[src/rtl/wb_pkg.sv]
// ============================================================================
// Module      : wb_pkg
// Description : Shared widths, source indices and holding-entry type for the
//               register write-back collector.
// Revision    : 1.0 - initial release
// ============================================================================
`default_nettype none

package wb_pkg;

    localparam int DATA_W = 32;
    localparam int ADDR_W = 5;

    localparam logic SRC_ALU = 1'b0;
    localparam logic SRC_MEM = 1'b1;

    typedef struct packed {
        logic              v;
        logic [ADDR_W-1:0] rd;
        logic [DATA_W-1:0] data;
    } wb_entry_t;

endpackage

`default_nettype wire

[src/rtl/reg_writeback_if.sv]
// ============================================================================
// Module      : reg_writeback_if
// Description : Result handshakes, register-file write port, pending mask and
//               forwarding query of the write-back collector.
// Revision    : 1.0 - initial release
// ============================================================================
`default_nettype none

interface reg_writeback_if #(
    parameter int DATA_W = wb_pkg::DATA_W,
    parameter int ADDR_W = wb_pkg::ADDR_W
);
    logic                   alu_valid;
    logic                   alu_ready;
    logic [ADDR_W-1:0]      alu_rd;
    logic [DATA_W-1:0]      alu_data;
    logic                   mem_valid;
    logic                   mem_ready;
    logic [ADDR_W-1:0]      mem_rd;
    logic [DATA_W-1:0]      mem_data;
    logic                   wea;
    logic [ADDR_W-1:0]      addra;
    logic [DATA_W-1:0]      dina;
    logic [2**ADDR_W-1:0]   pending_mask;
    logic                   busy;
    logic [ADDR_W-1:0]      fwd_addr;
    logic                   fwd_hit;
    logic [DATA_W-1:0]      fwd_data;

    modport master (
        output alu_valid, alu_rd, alu_data,
        output mem_valid, mem_rd, mem_data,
        output fwd_addr,
        input  alu_ready, mem_ready,
        input  wea, addra, dina, pending_mask, busy,
        input  fwd_hit, fwd_data
    );

    modport slave (
        input  alu_valid, alu_rd, alu_data,
        input  mem_valid, mem_rd, mem_data,
        input  fwd_addr,
        output alu_ready, mem_ready,
        output wea, addra, dina, pending_mask, busy,
        output fwd_hit, fwd_data
    );

endinterface

`default_nettype wire

[src/rtl/wb_hold_slot.sv]
// ============================================================================
// Module      : wb_hold_slot
// Description : One-entry holding register for a result source; accepts a new
//               result whenever empty or being retired this cycle.
// Revision    : 1.0 - initial release
// ============================================================================
`default_nettype none

module wb_hold_slot #(
    parameter int DATA_W = wb_pkg::DATA_W,
    parameter int ADDR_W = wb_pkg::ADDR_W
) (
    input  wire logic              clk,
    input  wire logic              rst,
    input  wire logic              i_valid,
    input  wire logic [ADDR_W-1:0] i_rd,
    input  wire logic [DATA_W-1:0] i_data,
    input  wire logic              i_grant,
    output logic                   o_ready,
    output logic                   o_v,
    output logic [ADDR_W-1:0]      o_rd,
    output logic [DATA_W-1:0]      o_data,
    output logic                   o_nxt_v,
    output logic [ADDR_W-1:0]      o_nxt_rd
);

    logic              r_v;
    logic [ADDR_W-1:0] r_rd;
    logic [DATA_W-1:0] r_data;
    logic              w_xfer;

    // Ready depends only on state and grant, never on i_valid.
    assign o_ready  = !r_v || i_grant;
    assign w_xfer   = i_valid && o_ready;
    assign o_nxt_v  = w_xfer || (r_v && !i_grant);
    assign o_nxt_rd = w_xfer ? i_rd : r_rd;

    always_ff @(posedge clk) begin
        if (rst) begin
            r_v    <= 1'b0;
            r_rd   <= '0;
            r_data <= '0;
        end else begin
            r_v <= o_nxt_v;
            if (w_xfer) begin
                r_rd   <= i_rd;
                r_data <= i_data;
            end
        end
    end

    assign o_v    = r_v;
    assign o_rd   = r_rd;
    assign o_data = r_data;

endmodule

`default_nettype wire

[src/rtl/reg_writeback.sv]
// ============================================================================
// Module      : reg_writeback
// Description : Round-robin write-back of ALU and load results onto a
//               registered register-file write port, with pending mask.
//               Define REG_WRITEBACK_FWD_EN to build combinational forwarding.
// Revision    : 1.0 - initial release
// ============================================================================
`default_nettype none

module reg_writeback #(
    parameter int DATA_W = wb_pkg::DATA_W,
    parameter int ADDR_W = wb_pkg::ADDR_W
) (
    input wire logic        clka,
    input wire logic        rstb,
    reg_writeback_if.slave  bus
);
    import wb_pkg::*;

    localparam int NREG = 2**ADDR_W;

    logic              w_alu_ready, w_mem_ready;
    logic              w_alu_v, w_mem_v;
    logic [ADDR_W-1:0] w_alu_rd, w_mem_rd;
    logic [DATA_W-1:0] w_alu_data, w_mem_data;
    logic              w_alu_nv, w_mem_nv;
    logic [ADDR_W-1:0] w_alu_nrd, w_mem_nrd;
    logic              w_alu_grant, w_mem_grant, w_any_grant;
    logic [ADDR_W-1:0] w_sel_rd;
    logic [DATA_W-1:0] w_sel_data;
    logic              w_wea_nxt;
    logic [ADDR_W-1:0] w_addra_nxt;
    logic [NREG-1:0]   w_mask_nxt;
    logic              w_busy_nxt;
    logic              w_fwd_hit;
    logic [DATA_W-1:0] w_fwd_data;

    logic              r_rr_last;
    logic              r_wea;
    logic [ADDR_W-1:0] r_addra;
    logic [DATA_W-1:0] r_dina;
    logic [NREG-1:0]   r_pending;
    logic              r_busy;

    wb_hold_slot #(.DATA_W(DATA_W), .ADDR_W(ADDR_W)) u_alu_slot (
        .clk      (clka),
        .rst      (rstb),
        .i_valid  (bus.alu_valid),
        .i_rd     (bus.alu_rd),
        .i_data   (bus.alu_data),
        .i_grant  (w_alu_grant),
        .o_ready  (w_alu_ready),
        .o_v      (w_alu_v),
        .o_rd     (w_alu_rd),
        .o_data   (w_alu_data),
        .o_nxt_v  (w_alu_nv),
        .o_nxt_rd (w_alu_nrd)
    );

    wb_hold_slot #(.DATA_W(DATA_W), .ADDR_W(ADDR_W)) u_mem_slot (
        .clk      (clka),
        .rst      (rstb),
        .i_valid  (bus.mem_valid),
        .i_rd     (bus.mem_rd),
        .i_data   (bus.mem_data),
        .i_grant  (w_mem_grant),
        .o_ready  (w_mem_ready),
        .o_v      (w_mem_v),
        .o_rd     (w_mem_rd),
        .o_data   (w_mem_data),
        .o_nxt_v  (w_mem_nv),
        .o_nxt_rd (w_mem_nrd)
    );

    // Ties go to whichever source was not granted last; rr_last resets to ALU.
    always_comb begin
        w_alu_grant = 1'b0;
        w_mem_grant = 1'b0;
        if (w_alu_v && w_mem_v) begin
            if (r_rr_last == SRC_ALU) w_mem_grant = 1'b1;
            else                      w_alu_grant = 1'b1;
        end else begin
            w_alu_grant = w_alu_v;
            w_mem_grant = w_mem_v;
        end
    end

    assign w_any_grant = w_alu_grant || w_mem_grant;
    assign w_sel_rd    = w_mem_grant ? w_mem_rd   : w_alu_rd;
    assign w_sel_data  = w_mem_grant ? w_mem_data : w_alu_data;
    assign w_wea_nxt   = w_any_grant && (w_sel_rd != '0);
    assign w_addra_nxt = w_wea_nxt ? w_sel_rd : r_addra;

    // Mask and busy are registered from next-state values so they stay glitch-free.
    always_comb begin
        w_mask_nxt = '0;
        for (int i = 1; i < NREG; i++) begin
            w_mask_nxt[i] = (w_alu_nv  && (w_alu_nrd   == ADDR_W'(i))) ||
                            (w_mem_nv  && (w_mem_nrd   == ADDR_W'(i))) ||
                            (w_wea_nxt && (w_addra_nxt == ADDR_W'(i)));
        end
    end

    assign w_busy_nxt = w_alu_nv || w_mem_nv || w_wea_nxt;

    always_ff @(posedge clka) begin
        if (rstb) begin
            r_rr_last <= SRC_ALU;
            r_wea     <= 1'b0;
            r_addra   <= '0;
            r_dina    <= '0;
            r_pending <= '0;
            r_busy    <= 1'b0;
        end else begin
            if (w_any_grant) begin
                r_rr_last <= w_mem_grant ? SRC_MEM : SRC_ALU;
            end
            r_wea <= w_wea_nxt;
            if (w_wea_nxt) begin
                r_addra <= w_sel_rd;
                r_dina  <= w_sel_data;
            end
            r_pending <= w_mask_nxt;
            r_busy    <= w_busy_nxt;
        end
    end

`ifdef REG_WRITEBACK_FWD_EN
    always_comb begin
        w_fwd_hit  = 1'b0;
        w_fwd_data = '0;
        if (bus.fwd_addr != '0) begin
            if (w_mem_v && (w_mem_rd == bus.fwd_addr)) begin
                w_fwd_hit  = 1'b1;
                w_fwd_data = w_mem_data;
            end else if (w_alu_v && (w_alu_rd == bus.fwd_addr)) begin
                w_fwd_hit  = 1'b1;
                w_fwd_data = w_alu_data;
            end else if (r_wea && (r_addra == bus.fwd_addr)) begin
                w_fwd_hit  = 1'b1;
                w_fwd_data = r_dina;
            end
        end
    end
`else
    logic w_unused_fwd;
    assign w_unused_fwd = ^bus.fwd_addr;
    assign w_fwd_hit    = 1'b0;
    assign w_fwd_data   = '0;
`endif

    assign bus.alu_ready    = w_alu_ready;
    assign bus.mem_ready    = w_mem_ready;
    assign bus.wea          = r_wea;
    assign bus.addra        = r_addra;
    assign bus.dina         = r_dina;
    assign bus.pending_mask = r_pending;
    assign bus.busy         = r_busy;
    assign bus.fwd_hit      = w_fwd_hit;
    assign bus.fwd_data     = w_fwd_data;

endmodule

`default_nettype wire

[src/flat_wrapper.sv]
// flat-port wrapper written by rule: the top's interface ports become plain ports
module reg_writeback_flat import wb_pkg::*;
#(
    parameter int DATA_W = wb_pkg::DATA_W,
    parameter int ADDR_W = wb_pkg::ADDR_W
)
  (clka, rstb, bus_alu_valid, bus_alu_rd, bus_alu_data, bus_mem_valid, bus_mem_rd, bus_mem_data, bus_fwd_addr, bus_alu_ready, bus_mem_ready, bus_wea, bus_addra, bus_dina, bus_pending_mask, bus_busy, bus_fwd_hit, bus_fwd_data);
  reg_writeback_if #(.DATA_W(DATA_W), .ADDR_W(ADDR_W)) bus_i ();
  input wire logic clka;
  input wire logic rstb;
  input wire logic [$bits(bus_i.alu_valid)-1:0] bus_alu_valid;
  input wire logic [$bits(bus_i.alu_rd)-1:0] bus_alu_rd;
  input wire logic [$bits(bus_i.alu_data)-1:0] bus_alu_data;
  input wire logic [$bits(bus_i.mem_valid)-1:0] bus_mem_valid;
  input wire logic [$bits(bus_i.mem_rd)-1:0] bus_mem_rd;
  input wire logic [$bits(bus_i.mem_data)-1:0] bus_mem_data;
  input wire logic [$bits(bus_i.fwd_addr)-1:0] bus_fwd_addr;
  output wire logic [$bits(bus_i.alu_ready)-1:0] bus_alu_ready;
  output wire logic [$bits(bus_i.mem_ready)-1:0] bus_mem_ready;
  output wire logic [$bits(bus_i.wea)-1:0] bus_wea;
  output wire logic [$bits(bus_i.addra)-1:0] bus_addra;
  output wire logic [$bits(bus_i.dina)-1:0] bus_dina;
  output wire logic [$bits(bus_i.pending_mask)-1:0] bus_pending_mask;
  output wire logic [$bits(bus_i.busy)-1:0] bus_busy;
  output wire logic [$bits(bus_i.fwd_hit)-1:0] bus_fwd_hit;
  output wire logic [$bits(bus_i.fwd_data)-1:0] bus_fwd_data;
  assign bus_i.alu_valid = bus_alu_valid;
  assign bus_i.alu_rd = bus_alu_rd;
  assign bus_i.alu_data = bus_alu_data;
  assign bus_i.mem_valid = bus_mem_valid;
  assign bus_i.mem_rd = bus_mem_rd;
  assign bus_i.mem_data = bus_mem_data;
  assign bus_i.fwd_addr = bus_fwd_addr;
  assign bus_alu_ready = bus_i.alu_ready;
  assign bus_mem_ready = bus_i.mem_ready;
  assign bus_wea = bus_i.wea;
  assign bus_addra = bus_i.addra;
  assign bus_dina = bus_i.dina;
  assign bus_pending_mask = bus_i.pending_mask;
  assign bus_busy = bus_i.busy;
  assign bus_fwd_hit = bus_i.fwd_hit;
  assign bus_fwd_data = bus_i.fwd_data;
  reg_writeback #(.DATA_W(DATA_W), .ADDR_W(ADDR_W)) u_core (.clka(clka), .rstb(rstb), .bus(bus_i));
endmodule
[config.mk]
export PLATFORM = sky130hd
export DESIGN_NAME = reg_writeback_flat
export DESIGN_NICKNAME = d
export VERILOG_FILES = /design/src/rtl/wb_pkg.sv /design/src/rtl/reg_writeback_if.sv /design/src/rtl/wb_hold_slot.sv /design/src/rtl/reg_writeback.sv /design/src/flat_wrapper.sv
export SDC_FILE = /design/constraint.sdc
export NUM_CORES = 1
export LEC_CHECK = 0
export BUFFER_PORTS_ARGS = -buffer_cell sky130_fd_sc_hd__buf_2
export CORE_UTILIZATION = 40
export DETAILED_ROUTE_END_ITERATION = 6
export PLACE_DENSITY = 0.64
export SLEW_MARGIN = 20
export SYNTH_ARGS = -nofsm -noshare
export SYNTH_HDL_FRONTEND = slang
export SYNTH_HIERARCHICAL = 1
export SYNTH_SLANG_ARGS = --single-unit
export TNS_END_PERCENT = 5
[constraint.sdc]
create_clock -name clka -period 6.4 [get_ports clka]
set_input_delay 0.32 -clock clka [delete_from_list [all_inputs] [get_ports clka]]
set_output_delay 0.32 -clock clka [all_outputs]
set_load 0.05 [all_outputs]
# Yosys cells after proc, flatten, opt, wreduce, memory -nomap -nowiden
# Cells that the tools add are included.
# op_classes
eq_ne	93
n_reduce_logical	173
n_mux	10
# ops
cell	n
$eq 5x5->1 const B	48
$eq 5x4->1 const B	24
$logic_and 1x1->1	99
$logic_or 1x1->1	69
$eq 5x3->1 const B	12
$mux 32	1
$eq 5x2->1 const B	6
$mux 5	4
$eq 5x1->1 const B	3
$mux 1	5
$reduce_bool 5->1	1
$logic_not 1->1	4
# word_totals
in_bits	83
register_bits	148

# Depth between registers and ports, before layout
# logic_depth
depth_word	9
mapped_depth	15
mapped_depth_nobuf	11

# Cells and area by module
# The synthesis kept the hierarchy.
# by_module_without_submodules
module	cells_each	seq_area_each_um2	area_per_inst_um2	instances
reg_writeback	421	1421.4	3717.3	1
wb_hold_slot	179	760.7	1779.2	2

# Least setup slack after synthesis
# No wires, ideal clock.
# synth_timing
path_kind	flip-flop to flip-flop
from	reg u_core.u_mem_slot.r_v, in the netlist u_core/u_mem_slot/o_v
to	reg u_core.r_pending[29], in the netlist u_core/bus.pending_mask[29]
arrival_ns	2.833
path_stages_with_launch	15
t_required_ns	6.325
synth_period_minus_slack_ns	2.908
setup_time_ns	0.075
path_slack_ns	3.492
path_cell_list	dfxtp_1 > a21boi_0 > buf_2 > buf_2 > buf_2 > nor2_1 > nor2b_4 > buf_12 > o21ai_1 > nand2_1 > clkbuf_1 > nor2b_1 > nor2b_1 > a32oi_1 > o22ai_1
# synth_via
elab_chain_cells	9
elab_cells_between_ends	29
# synth_lines
item	line_no	text
start, declared	wb_hold_slot.sv:27	logic r_v;
start signal, assigned	wb_hold_slot.sv:44	r_v <= o_nxt_v;
$logic_and 1x1->1	reg_writeback.sv:79	if (w_alu_v && w_mem_v) begin
$mux 1 (*)	reg_writeback.sv:79	
named net u_core.w_mem_grant	reg_writeback.sv:28	logic w_alu_grant, w_mem_grant, w_any_grant;
$mux 5 / $logic_or 1x1->1 (equally long branches)	reg_writeback.sv:89, wb_hold_slot.sv:33	
$reduce_bool 5->1 / $logic_and 1x1->1 (equally long branches)	reg_writeback.sv:91, wb_hold_slot.sv:34	
$logic_and 1x1->1 / $mux 5 (equally long branches)	-	
$mux 5 / $eq 5x5->1 (equally long branches)	reg_writeback.sv:92, reg_writeback.sv:99	
$eq 5x5->1 / $logic_and 1x1->1 (equally long branches)	reg_writeback.sv:100, reg_writeback.sv:99	
$logic_and 1x1->1 / $logic_or 1x1->1 (equally long branches)	reg_writeback.sv:100, reg_writeback.sv:98	
$logic_or 1x1->1 (*)	reg_writeback.sv:99	(w_mem_nv && (w_mem_nrd == ADDR_W'(i))) ||
end signal, assigned	reg_writeback.sv:123	r_pending <= w_mask_nxt;
end, declared	reg_writeback.sv:42	logic [NREG-1:0] r_pending;
# Mark *: on every way through the listed nets, which the timed path passes. The rest lies on a longest branch.
# A chain may end at the register's enable or synchronous reset.

# Worst setup path after layout
# layout_timing
from	reg u_core.u_alu_slot.r_v, in the netlist u_core/u_alu_slot/o_v
to	reg u_core.r_pending[29], in the netlist u_core/bus.pending_mask[29]
# layout_via
elab_chain_cells	9
elab_cells_between_ends	29
# layout_lines
item	line_no	text
start, declared	wb_hold_slot.sv:27	
start signal, assigned	wb_hold_slot.sv:44	
$logic_and 1x1->1	reg_writeback.sv:79	
$mux 1 (*)	reg_writeback.sv:79	
named net u_core.w_alu_grant	reg_writeback.sv:28	
$logic_or 1x1->1 (*)	wb_hold_slot.sv:33	assign o_ready = !r_v || i_grant;
$logic_and 1x1->1 (*)	wb_hold_slot.sv:34	assign w_xfer = i_valid && o_ready;
$mux 5 (*)	-	
named net u_core.w_alu_nrd[1]	reg_writeback.sv:27	logic [ADDR_W-1:0] w_alu_nrd, w_mem_nrd;
$eq 5x5->1 (*)	reg_writeback.sv:98	w_mask_nxt[i] = (w_alu_nv && (w_alu_nrd == ADDR_W'(i))) ||
$logic_and 1x1->1 (*)	reg_writeback.sv:98	
$logic_or 1x1->1 (*)	reg_writeback.sv:98	
$logic_or 1x1->1 (*)	reg_writeback.sv:99	
# Marks and branches as above.

==> out/results.ini <==
[yosys]
yosysWarnings = 6
postSynthRegisterBits = 147
leading_post_synthesis_cells_by_cell_area = dfxtp_1 (40%), a21oi_2 (7.2%), o21ai_2 (7.2%), mux2i_1 (5.4%), nand3_1 (5.1%)
ys_types = 52
synth.yosys.seq_area_share_pct = 40.4
mappedNetlistArea_mm2 = 0.00728
synthDominantAreaCellType = dfxtp_1
synth_cells = 779
postSynthAreaPerCell_um2 = 9.34
synth_top_area_share_pct = 40.4

[sta]
fin_crit_ns = 3.75
slew_headroom_pct = 25.8
finalSetupViolCount = 0
grt_setup_unrepaired = false
worst_slew_pin_slew_ns = 1.11
post_route_fraction_of_the_period_consumed_by_the_critical_path_pct = 58.6
worst_clock_skew_on_the_final_layout_ns = 0.0205
totalNegativeSetupSlack_ns = 0
max_clock_freq_mhz = 267
hold_viol_final = 0
number_of_pins_with_negative_max_slew_slack_in_the_final_report = 0

[global_route]
met1_usage_pct = 27.3
tot_gr_track_use_pct = 20.9
grt_max_degree = 106
grt_pass1_wl_mm = 30.2
grt.overflow.total = 0
antenna_found_initial = 2
grt_util_met3_pct = 4.22
first_global_vias = 5761
gr-max-usage-layer = met2
grt.met2_usage_pct = 34.1

[clock_tree]
number_of_buffers_on_the_longest_clock_path = 2
cts_sinks = 147
cts.root.buffer_cell = clkbuf_16
clkTransAtPathRegs_ns = 0.06
cts-htree-levels = 4
post_cts_hold_buffer_count = 0
cts-buffers-inserted = 17
cts_post_setup_buffers_inserted = 0
cts_tree = built
worstSkewPairLatency_ns = 0.43
ctsResizeCount = 0

[die]
die-area_mm2 = 0.0187
die_width_um = 137
floorplan.core_area_mm2 = 0.0175
placementRows = 48
pin_count = 189
floorplan.die.height_um = 137
initial_core_util_pct = 41.5

[placement]
placed_area_mm2 = 0.00775
dpl.hpwl_mm = 12.3
io_buffers = 149
routabilityCongestion = 0.886

[route]
drtIter0Drc = 472
firstDrtPassIters = 5
dr_total_vias = 6067
vias_per_cell = 5.39
routedWlPerCell_um = 17.0
finalWirelength_mm = 19.2
final_antenna_net_count = 0
drc_errors = 0

[status]
run_status = finished, final reports clean

[worst_setup_path]
setup.worst_path.end_class = flip-flop
setup.worst_path.class = reg2reg
worstSetupStartpointType = flip-flop
cp_cell_sequence = nor2_1 > nor2_1 > nor2b_4 > buf_4 > inv_2 > nand3_1 > nand2_1 > nor2b_1 > nor2b_1 > a32oi_1 > o22ai_1
crit_arrival_ns = 4.09
cpPeakStageDelay_ns = 0.54
timing.critical_path.slowest_stage_cell = buf_4
worst-endpoint-required_ns = 6.75
critPathMaxFanout = 40

[cells_and_area]
most_frequent_cells_in_the_layout = buf_2 (148), dfxtp_1 (147), nand3_1 (74)
final_common_cell = buf_2
fillerInstances = 1751
layout.cell_area.non_filler_mm2 = 0.00832
final_nets = 970
area_overhead_of_the_layout_relative_to_synthesis_pct = 14.3
drive_gt1_share_pct = 36.2

[hold_path]
hold_crit_class = in2reg

[job]
max_cap_viol_count = 0

[power]
irDropWorstVdd_mv = 0.195
leakagePower_nw = 3.26
pwr_density_cell_mw_per_mm2 = 305

==> stage by stage <==
step	setup slack (ns)	instances	power, W	hold WS [ns]	utilization (%)
floorplan	3.49	812	0.00151	0.444	-
global placement	2.73	1093	0.00160	0.451	44.2
detailed placement	2.76	1093	0.00160	0.455	44.2
CTS	2.74	1124	0.00256	0.132	47.4
global route	2.38	1125	0.00265	0.138	47.4
finish	2.65	1126	0.00254	0.145	47.4
==> routing by layer <==
layer,vias to the layer above,share of wire (%)
met1,2836,45
met4,0,1.4
li1,2994,-
met3,20,6.2
met2,217,47
met5,-,0
==> flip-flops by register name, summed over array words and instances, names as in the netlist <==
register / flops
u_core/bus.addra: 5
u_core/bus.busy: 1
u_core/bus.dina: 32
u_core/bus.pending_mask: 31
u_core/bus.wea: 1
u_core/r_rr_last: 1
u_core/u_alu_slot/o_data: 32
u_core/u_alu_slot/o_rd: 5
u_core/u_alu_slot/o_v: 1
u_core/u_mem_slot/o_data: 32
u_core/u_mem_slot/o_rd: 5
u_core/u_mem_slot/o_v: 1
==> cells by family after synthesis <==
logic type | synth area share, %
AND/OR/NAND/NOR | 14.8
flip-flops | 40.4
AO/OA/AOI/OAI | 28.1
multiplexers | 5.88
buffers and inverters | 10.8
other | 0.0515
==> where the power goes <==
group / total, W / internal [W] / switching [W]
Clock: 0.000956 / 0.000556 / 0.000400
Combinational: 0.000562 / 0.000150 / 0.000411
Sequential: 0.00102 / 0.000981 / 0.0000418
==> synthesized netlist by cell type (all sizes together) <==
| cell type | number |
|---|---|
| inv | 7 |
| mux2 | 3 |
| nor3b | 3 |
| clkbuf | 16 |
| nor4 | 3 |
| a21boi | 1 |
| o32a | 2 |
| and3 | 1 |
| o21ai | 75 |
| or2 | 4 |
| nand2b | 12 |
| buf | 85 |
| a221oi | 1 |
| o31ai | 1 |
| o22ai | 22 |
| a32o | 1 |
| nor2 | 61 |
| nor2b | 13 |
| mux2i | 39 |
| o311a | 2 |
| or3 | 1 |
| and3b | 1 |
| a211o | 1 |
| nor3 | 7 |
| a21o | 1 |
| a22oi | 16 |
| nand3 | 74 |
| o21a | 1 |
| conb | 1 |
| a21oi | 86 |
| a32oi | 10 |
| dfxtp | 147 |
| a22o | 1 |
| or3b | 1 |
| a222oi | 4 |
| o32ai | 1 |
| a211oi | 35 |
| and2 | 6 |
| nand2 | 29 |
| o21bai | 3 |
| or4 | 1 |
==> worst paths after layout <==
| check | startpoint | end | slack, ns | cells after the start |
|---|---|---|---|---|
| worst max-delay path | u_core/u_alu_slot/o_v | u_core/bus.pending_mask[29] | 2.65 | 11 |
| worst min-delay path | bus_alu_data[6] | u_core/u_alu_slot/o_data[6] | 0.14 | 3 |
| worst max register to register | u_core/u_alu_slot/o_v | u_core/bus.pending_mask[29] | 2.65 | 11 |
| worst min register to register | u_core/u_alu_slot/o_data[30] | u_core/u_alu_slot/o_data[30] | 0.46 | 2 |
==> layout make-up <==
| type | count | area (µm²) | share of cell area, % |
|---|---|---|---|
| multi-input combinational | 557 | 3690 | 44.4 |
| sequential | 147 | 2940 | 35.4 |
| timing repair buffer | 157 | 812 | 9.76 |
| clock buffer | 20 | 457 | 5.49 |
| tap | 225 | 282 | 3.38 |
| clock inverter | 11 | 104 | 1.25 |
| inverter | 7 | 26.3 | 0.316 |
| antenna | 2 | 5.00 | 0.0602 |
==> worst max-delay path, delay by kind of cell (launching register included) <==
family | cells | cell delay, ns
AND/OR/NAND/NOR | 7 | 1.87
buffers and inverters | 2 | 1.05
flip-flops | 1 | 0.40
AO/OA/AOI/OAI | 2 | 0.31
No activity file was read; power rests on OpenSTA's default activity.
